$ cat src/rtl/dmem_pkg.sv
// rtl/dmem_pkg.sv - shared constants, state type and legality check for the data-memory access controller
//   F3_*             : funct3 access size/sign codes
//   state_t          : controller states IDLE/REQ/DONE
//   MAX_WAIT_DEFAULT : default REQ-cycle budget before timeout
//   access_legal()   : 1 when funct3/alignment/direction form a legal access
package dmem_pkg;

  localparam int MAX_WAIT_DEFAULT = 255;

  localparam logic [2:0] F3_B  = 3'b000;
  localparam logic [2:0] F3_H  = 3'b001;
  localparam logic [2:0] F3_W  = 3'b010;
  localparam logic [2:0] F3_BU = 3'b100;
  localparam logic [2:0] F3_HU = 3'b101;

  typedef enum logic [1:0] {
    IDLE = 2'd0,
    REQ  = 2'd1,
    DONE = 2'd2
  } state_t;

  // Unsigned variants exist only for loads; halfwords need even and words
  // need 4-byte aligned addresses.
  function automatic logic access_legal(input logic [2:0] f3,
                                        input logic [1:0] lo,
                                        input logic       is_write);
    logic ok;
    case (f3)
      F3_B:    ok = 1'b1;
      F3_H:    ok = ~lo[0];
      F3_W:    ok = (lo == 2'b00);
      F3_BU:   ok = ~is_write;
      F3_HU:   ok = ~is_write & ~lo[0];
      default: ok = 1'b0;
    endcase
    return ok;
  endfunction

endpackage

$ cat src/rtl/mem_lane_align.sv
// rtl/mem_lane_align.sv - store lane replication/byte enables and load extraction/extension
//   i_st_f3, i_st_lo, i_st_write, i_st_wdata : store-side request (current inputs)
//   o_be, o_wdata                             : byte enables and lane-replicated store data
//   i_ld_f3, i_ld_lo, i_ld_word               : latched load size/offset and captured word
//   o_ld_data                                 : aligned, extended load data
module mem_lane_align
  import dmem_pkg::*;
(
  input  logic [2:0]  i_st_f3,
  input  logic [1:0]  i_st_lo,
  input  logic        i_st_write,
  input  logic [31:0] i_st_wdata,
  output logic [3:0]  o_be,
  output logic [31:0] o_wdata,
  input  logic [2:0]  i_ld_f3,
  input  logic [1:0]  i_ld_lo,
  input  logic [31:0] i_ld_word,
  output logic [31:0] o_ld_data
);

  logic [7:0]  w_byte;
  logic [15:0] w_half;

  // Replicating the narrow datum onto every lane lets the memory pick it up
  // from whichever lane the byte enables select.
  always_comb begin
    o_be    = 4'b1111;
    o_wdata = i_st_wdata;
    if (i_st_write) begin
      case (i_st_f3)
        F3_B: begin
          o_be    = 4'b0001 << i_st_lo;
          o_wdata = {4{i_st_wdata[7:0]}};
        end
        F3_H: begin
          o_be    = i_st_lo[1] ? 4'b1100 : 4'b0011;
          o_wdata = {2{i_st_wdata[15:0]}};
        end
        default: ;
      endcase
    end
  end

  always_comb begin
    w_byte = i_ld_word[{i_ld_lo, 3'b000} +: 8];
    w_half = i_ld_lo[1] ? i_ld_word[31:16] : i_ld_word[15:0];
    case (i_ld_f3)
      F3_B:    o_ld_data = {{24{w_byte[7]}}, w_byte};
      F3_BU:   o_ld_data = {24'd0, w_byte};
      F3_H:    o_ld_data = {{16{w_half[15]}}, w_half};
      F3_HU:   o_ld_data = {16'd0, w_half};
      default: o_ld_data = i_ld_word;
    endcase
  end

endmodule

$ cat src/rtl/dmem_access_ctrl.sv
// rtl/dmem_access_ctrl.sv - MEM-stage load/store controller driving a req/ack data memory
//   clk, reset_n              : clock, async active-low reset
//   mem_read, mem_write       : load/store request (both high = store)
//   funct3, addr, wdata       : access size/sign, byte address, store data
//   rdata                     : extended load data, nonzero only in DONE
//   stall, fault, bus_error   : pipeline freeze, illegal-access pulse, timeout pulse
//   m_req/m_we/m_addr/m_be/m_wdata, m_ack/m_rdata : memory bus
module dmem_access_ctrl
  import dmem_pkg::*;
#(
  parameter int MAX_WAIT = MAX_WAIT_DEFAULT
)(
  input  logic        clk,
  input  logic        reset_n,
  input  logic        mem_read,
  input  logic        mem_write,
  input  logic [2:0]  funct3,
  input  logic [31:0] addr,
  input  logic [31:0] wdata,
  output logic [31:0] rdata,
  output logic        stall,
  output logic        fault,
  output logic        bus_error,
  output logic        m_req,
  output logic        m_we,
  output logic [31:0] m_addr,
  output logic [3:0]  m_be,
  output logic [31:0] m_wdata,
  input  logic        m_ack,
  input  logic [31:0] m_rdata
);

  localparam logic [7:0] WAIT_LAST = 8'(MAX_WAIT - 1);

  state_t      r_state, w_next;
  logic [7:0]  r_wait;
  logic [2:0]  r_f3;
  logic [1:0]  r_lo;
  logic [31:0] r_word;
  logic        r_bus_error;
  logic        r_m_req, r_m_we;
  logic [31:0] r_m_addr, r_m_wdata;
  logic [3:0]  r_m_be;

  logic        w_any_req, w_legal, w_accept, w_ack_hit, w_timeout;
  logic [3:0]  w_be;
  logic [31:0] w_wdata, w_ld_data;

  assign w_any_req = mem_read | mem_write;
  assign w_legal   = access_legal(funct3, addr[1:0], mem_write);

  mem_lane_align u_align (
    .i_st_f3    (funct3),
    .i_st_lo    (addr[1:0]),
    .i_st_write (mem_write),
    .i_st_wdata (wdata),
    .o_be       (w_be),
    .o_wdata    (w_wdata),
    .i_ld_f3    (r_f3),
    .i_ld_lo    (r_lo),
    .i_ld_word  (r_word),
    .o_ld_data  (w_ld_data)
  );

  always_ff @(posedge clk or negedge reset_n) begin
    if (!reset_n) r_state <= IDLE;
    else          r_state <= w_next;
  end

  // An ack in the last allowed REQ cycle wins over the timeout.
  always_comb begin
    w_next    = r_state;
    w_accept  = 1'b0;
    w_ack_hit = 1'b0;
    w_timeout = 1'b0;
    case (r_state)
      IDLE: begin
        if (w_any_req && w_legal) begin
          w_accept = 1'b1;
          w_next   = REQ;
        end
      end
      REQ: begin
        if (m_ack) begin
          w_ack_hit = 1'b1;
          w_next    = DONE;
        end else if (r_wait == WAIT_LAST) begin
          w_timeout = 1'b1;
          w_next    = DONE;
        end
      end
      DONE:    w_next = IDLE;
      default: w_next = IDLE;
    endcase
  end

  always_ff @(posedge clk or negedge reset_n) begin
    if (!reset_n) begin
      r_m_req     <= 1'b0;
      r_m_we      <= 1'b0;
      r_m_addr    <= '0;
      r_m_be      <= '0;
      r_m_wdata   <= '0;
      r_f3        <= '0;
      r_lo        <= '0;
      r_wait      <= '0;
      r_word      <= '0;
      r_bus_error <= 1'b0;
    end else begin
      r_m_req     <= (w_next == REQ);
      r_bus_error <= w_timeout;
      if (w_accept) begin
        r_m_we    <= mem_write;
        r_m_addr  <= {addr[31:2], 2'b00};
        r_m_be    <= w_be;
        r_m_wdata <= w_wdata;
        r_f3      <= funct3;
        r_lo      <= addr[1:0];
        r_wait    <= '0;
      end else if (r_state == REQ && !m_ack) begin
        r_wait <= r_wait + 8'd1;
      end
      if (w_ack_hit)      r_word <= m_rdata;
      else if (w_timeout) r_word <= '0;
    end
  end

  assign m_req     = r_m_req;
  assign m_we      = r_m_we;
  assign m_addr    = r_m_addr;
  assign m_be      = r_m_be;
  assign m_wdata   = r_m_wdata;
  assign bus_error = r_bus_error;
  assign rdata     = (r_state == DONE) ? w_ld_data : '0;

  // Gated by reset_n so the combinational outputs also read 0 while in reset.
  assign stall = reset_n & ((r_state == REQ) |
                            ((r_state == IDLE) & w_any_req & w_legal));
  assign fault = reset_n & (r_state == IDLE) & w_any_req & ~w_legal;

endmodule

$ cat config.mk
export PLATFORM = sky130hd
export DESIGN_NAME = dmem_access_ctrl
export DESIGN_NICKNAME = d
export VERILOG_FILES = /design/src/rtl/dmem_pkg.sv /design/src/rtl/mem_lane_align.sv /design/src/rtl/dmem_access_ctrl.sv
export SDC_FILE = /design/constraint.sdc
export NUM_CORES = 1
export LEC_CHECK = 0
export ABC_AREA = 1
export CAP_MARGIN = 20
export CORE_MARGIN = 3
export CORE_UTILIZATION = 35
export CTS_CLUSTER_DIAMETER = 50
export CTS_CLUSTER_SIZE = 12
export DETAILED_ROUTE_END_ITERATION = 16
export GPL_ROUTABILITY_DRIVEN = 0
export HOLD_SLACK_MARGIN = 0.05
export SYNTH_ARGS = -nofsm -noshare
export SYNTH_HDL_FRONTEND = slang
export SYNTH_SLANG_ARGS = --single-unit
$ cat constraint.sdc
create_clock -name clk -period 3.7 [get_ports clk]
set_clock_uncertainty 0.2 [all_clocks]
set_input_delay 0.74 -clock clk [delete_from_list [all_inputs] [get_ports clk]]
set_output_delay 0.74 -clock clk [all_outputs]
set_load 0.02 [all_outputs]
==> results.cfg <==
[worst_setup_path]
r2r_start = r_state[0]
worstPathRequired_ns = 2.76
reg2reg_slack_ns = 1.59
worstPathMaxFanout = 21
crit_family = buffers and inverters
critical_path_arrival_ns = 2.56
worst-path-buf-inv = 2
r2r_cells = 8
crit_path_end_kind = output port
cp_slowest_cell = clkdlybuf4s50_1
crit_type = reg2out
timing.rr.end = m_addr[4]
start_kind = flip-flop
timing.critical_path.cells = inv_2 -> nand3_1 -> nand2_1 -> nand2_2 -> nand3_1 -> nand2_2 -> nor2_1 -> clkdlybuf4s50_1
cpPeakStageDelay_ns = 0.62

[sta]
setup_viol = 0
worst_slew_pin_slew_ns = 0.798
setup_ws_ns = 0.198
finalCritPeriodShare = 0.947
min_period_ns = 3.50
hold_viol_final = 0
drv_slew = 0
max-slew-margin-rel = 0.468
max_clock_freq_mhz = 286

[route]
vias = 5835
routed_wl_um = 19500
drc = 0
avgViaCountPerCell = 4.73
ant_nets = 0
avgRoutedWirePerCell_um = 15.8
firstDrtPassIters = 4
drt_iter0_drc = 380

[clock_tree]
clock-sinks = 116
cts.path.max_buffers = 2
postCtsSetupBuffers = 0
clk_pin_slew_ns = 0.05
cts_buffers = 17
ctsHoldBuffers = 0
cts_max_level = 4
clkLatencyLatePin_ns = 0.41
root_buffer = clkbuf_16
cts_tree = done

[global_route]
grt_max_degree = 63
overflow = 0
grt_usage = 0.215
antenna_found_initial = 1
grt_pass1_vias = 5734
grt_pass1_wl_um = 30900

[placement]
dp_hpwl_um = 14000
pre_cts_ws_ns = 0.256
port_buffers = 206

[hold_path]
min_path_type = reg2reg
hold_depth = 2
hold_end = m_addr[9]
hp-start = m_addr[9]

[power]
internal_power_mw = 3.72
seqPwrFrac = 0.354
power-per-cell-area_nw_per_um2 = 669
p_total_mw = 5.84
power_switching_mw = 2.12
peakVddDrop_mv = 0.394
swShare = 0.363
clockPowerShare = 0.283
power_frac_comb = 0.363
p_leak_nw = 4.34

[synthesis]
synth_top_area_share = 0.489
synth-compound-area-share = 0.0603
synth-xor-area-share = 0.00148
yosys.area.top_type = dfrtp_1
async_reset_ff_frac = 1.00
ys_ff_latch = 116
synthSimpleGateAreaFrac = 0.369
synth_edf_count = 0
synth_warnings = 0
seq_area_frac_synth = 0.489
synth_area_leaders = dfrtp_1 (49%), nand2_1 (21%), nand3_1 (7.4%)
muxShareOfSynthArea = 0
ys_types = 32
synth_top_family_by_area = simple AND/OR/NAND/NOR gates
synthAdderAreaFrac = 0.00422
netlist_area_um2 = 5930
synth.most_common_cell = nand2_1
yosys_most_used_dff = dfrtp_1
synth_area_per_cell_um2 = 7.31
synth.top_cells.by_count = nand2_1 (339), dfrtp_1 (116), nand3_1 (88), nor2_1 (79), o21ai_0 (43)
netlist_instances = 812

[floorplan]
die_h_um = 136
io_pins = 209
die_w_um = 136
coreArea_um2 = 16200
rows = 46
start_util = 0.366
die_area_um2 = 18600

[layout]
fin_nets = 1112
drive_gt1_frac = 0.0629
syn_to_final_growth_pct = 47.0
regArea_um2 = 2910
multi_input_area_um2 = 2610
final.fill_count = 1583
antenna_cells = 0

[job]
cap_violations = 0

[status]
status = finished clean
tightest hold or removal path, delay by kind of cell, from the launching register on:
kind | cells | cell delay [ns]
AND/OR/NAND/NOR | 2 | 0.10
flip-flops | 1 | 0.34
power groups by stage:
stage / sequential [mW] / clock [mW] / combinational, mW
2_1_floorplan: 2.25 / 0 / 0.936
3_3_place_gp: 2.07 / 0 / 2.13
3_5_place_dp: 2.07 / 0 / 2.13
4_1_cts: 2.06 / 1.69 / 2.14
5_1_grt: 2.13 / 1.74 / 2.35
6_report: 2.06 / 1.65 / 2.12
metrics by stage:
stage | TNS, ns | instances | util | hold WS [ns] | area [µm²]
final | 0 | 1234 | 0.537 | 0.275 | 8720
after detailed placement | 0 | 1203 | 0.500 | 0.264 | 8120
after floorplan | 0 | 813 | - | 0.244 | 5940
after global placement | 0 | 1203 | 0.500 | 0.261 | 8120
after global routing | -0.00190 | 1234 | 0.537 | 0.294 | 8720
after CTS | 0 | 1234 | 0.537 | 0.279 | 8710
layout by cell type (no fill, tap or decap), types with 4 or more instances in the layout:
cell / netlist / routed
nand2_1: 339 / 339
clkdlybuf4s50_1: 0 / 204
dfrtp_1: 116 / 114
nand3_1: 88 / 88
nor2_1: 79 / 78
o21ai_0: 43 / 43
inv_1: 41 / 41
clkbuf_16: 0 / 17
buf_4: 5 / 17
nor3_1: 11 / 11
a21oi_1: 11 / 11
o211ai_1: 4 / 4
o21ai_1: 4 / 4
metal layers:
layer | GRT usage | routed length [µm] | vias up
met2 | 0.315 | 8460 | 195
met3 | 0.106 | 2210 | 16
met1 | 0.286 | 8620 | 2677
li1 | - | - | 2945
met4 | 0.0493 | 152 | 2
met5 | 0 | 13 | -
state kept, by name (all words and copies together), names as in the netlist:
| name | cells |
|---|---|
| m_be | 4 |
| m_wdata | 32 |
| r_state | 2 |
| r_lo | 2 |
| r_word | 32 |
| r_f3 | 3 |
| m_addr | 30 |
| m_req | 1 |
| r_wait | 8 |
| m_we | 1 |
| bus_error | 1 |
cell families (layout without fill, tap and decap cells):
| kind of cell | after synthesis | count (layout) |
|---|---|---|
| DFF | 116 | 116 |
| other | 1 | 2 |
| buffers and inverters | 92 | 297 |
| adders and majority gates | 2 | 2 |
| and+or+nand+nor | 533 | 533 |
| AOI/OAI and AO/OA | 67 | 67 |
| xor gates and xnor gates | 1 | 1 |
cell type report:
| type | instances | area share |
|---|---|---|
| multi-input combinational | 605 | 0.299 |
| timing repair buffer | 222 | 0.250 |
| tap | 216 | 0.0310 |
| sequential | 116 | 0.333 |
| inverter | 44 | 0.0189 |
| clock inverter | 9 | 0.0148 |
| clock buffer | 22 | 0.0532 |
worst max path at each step:
stage,start,endpoint,slack [ns],depth (start not counted)
after detailed placement,addr[1],stall,0.26,7
after global routing,r_lo[1],rdata[21],-0.002,8
after global placement,mem_read,stall,0.25,8
after CTS,r_lo[0],rdata[21],0.12,9
final,r_lo[1],rdata[21],0.20,8
after floorplan,funct3[0],stall,1.03,7
what timing repair did:
item                       CTS  global route
setup endpoints to repair    9            16
resized for setup            1             4
pin swaps                    0             0
(Power assumes the default switching activity.)
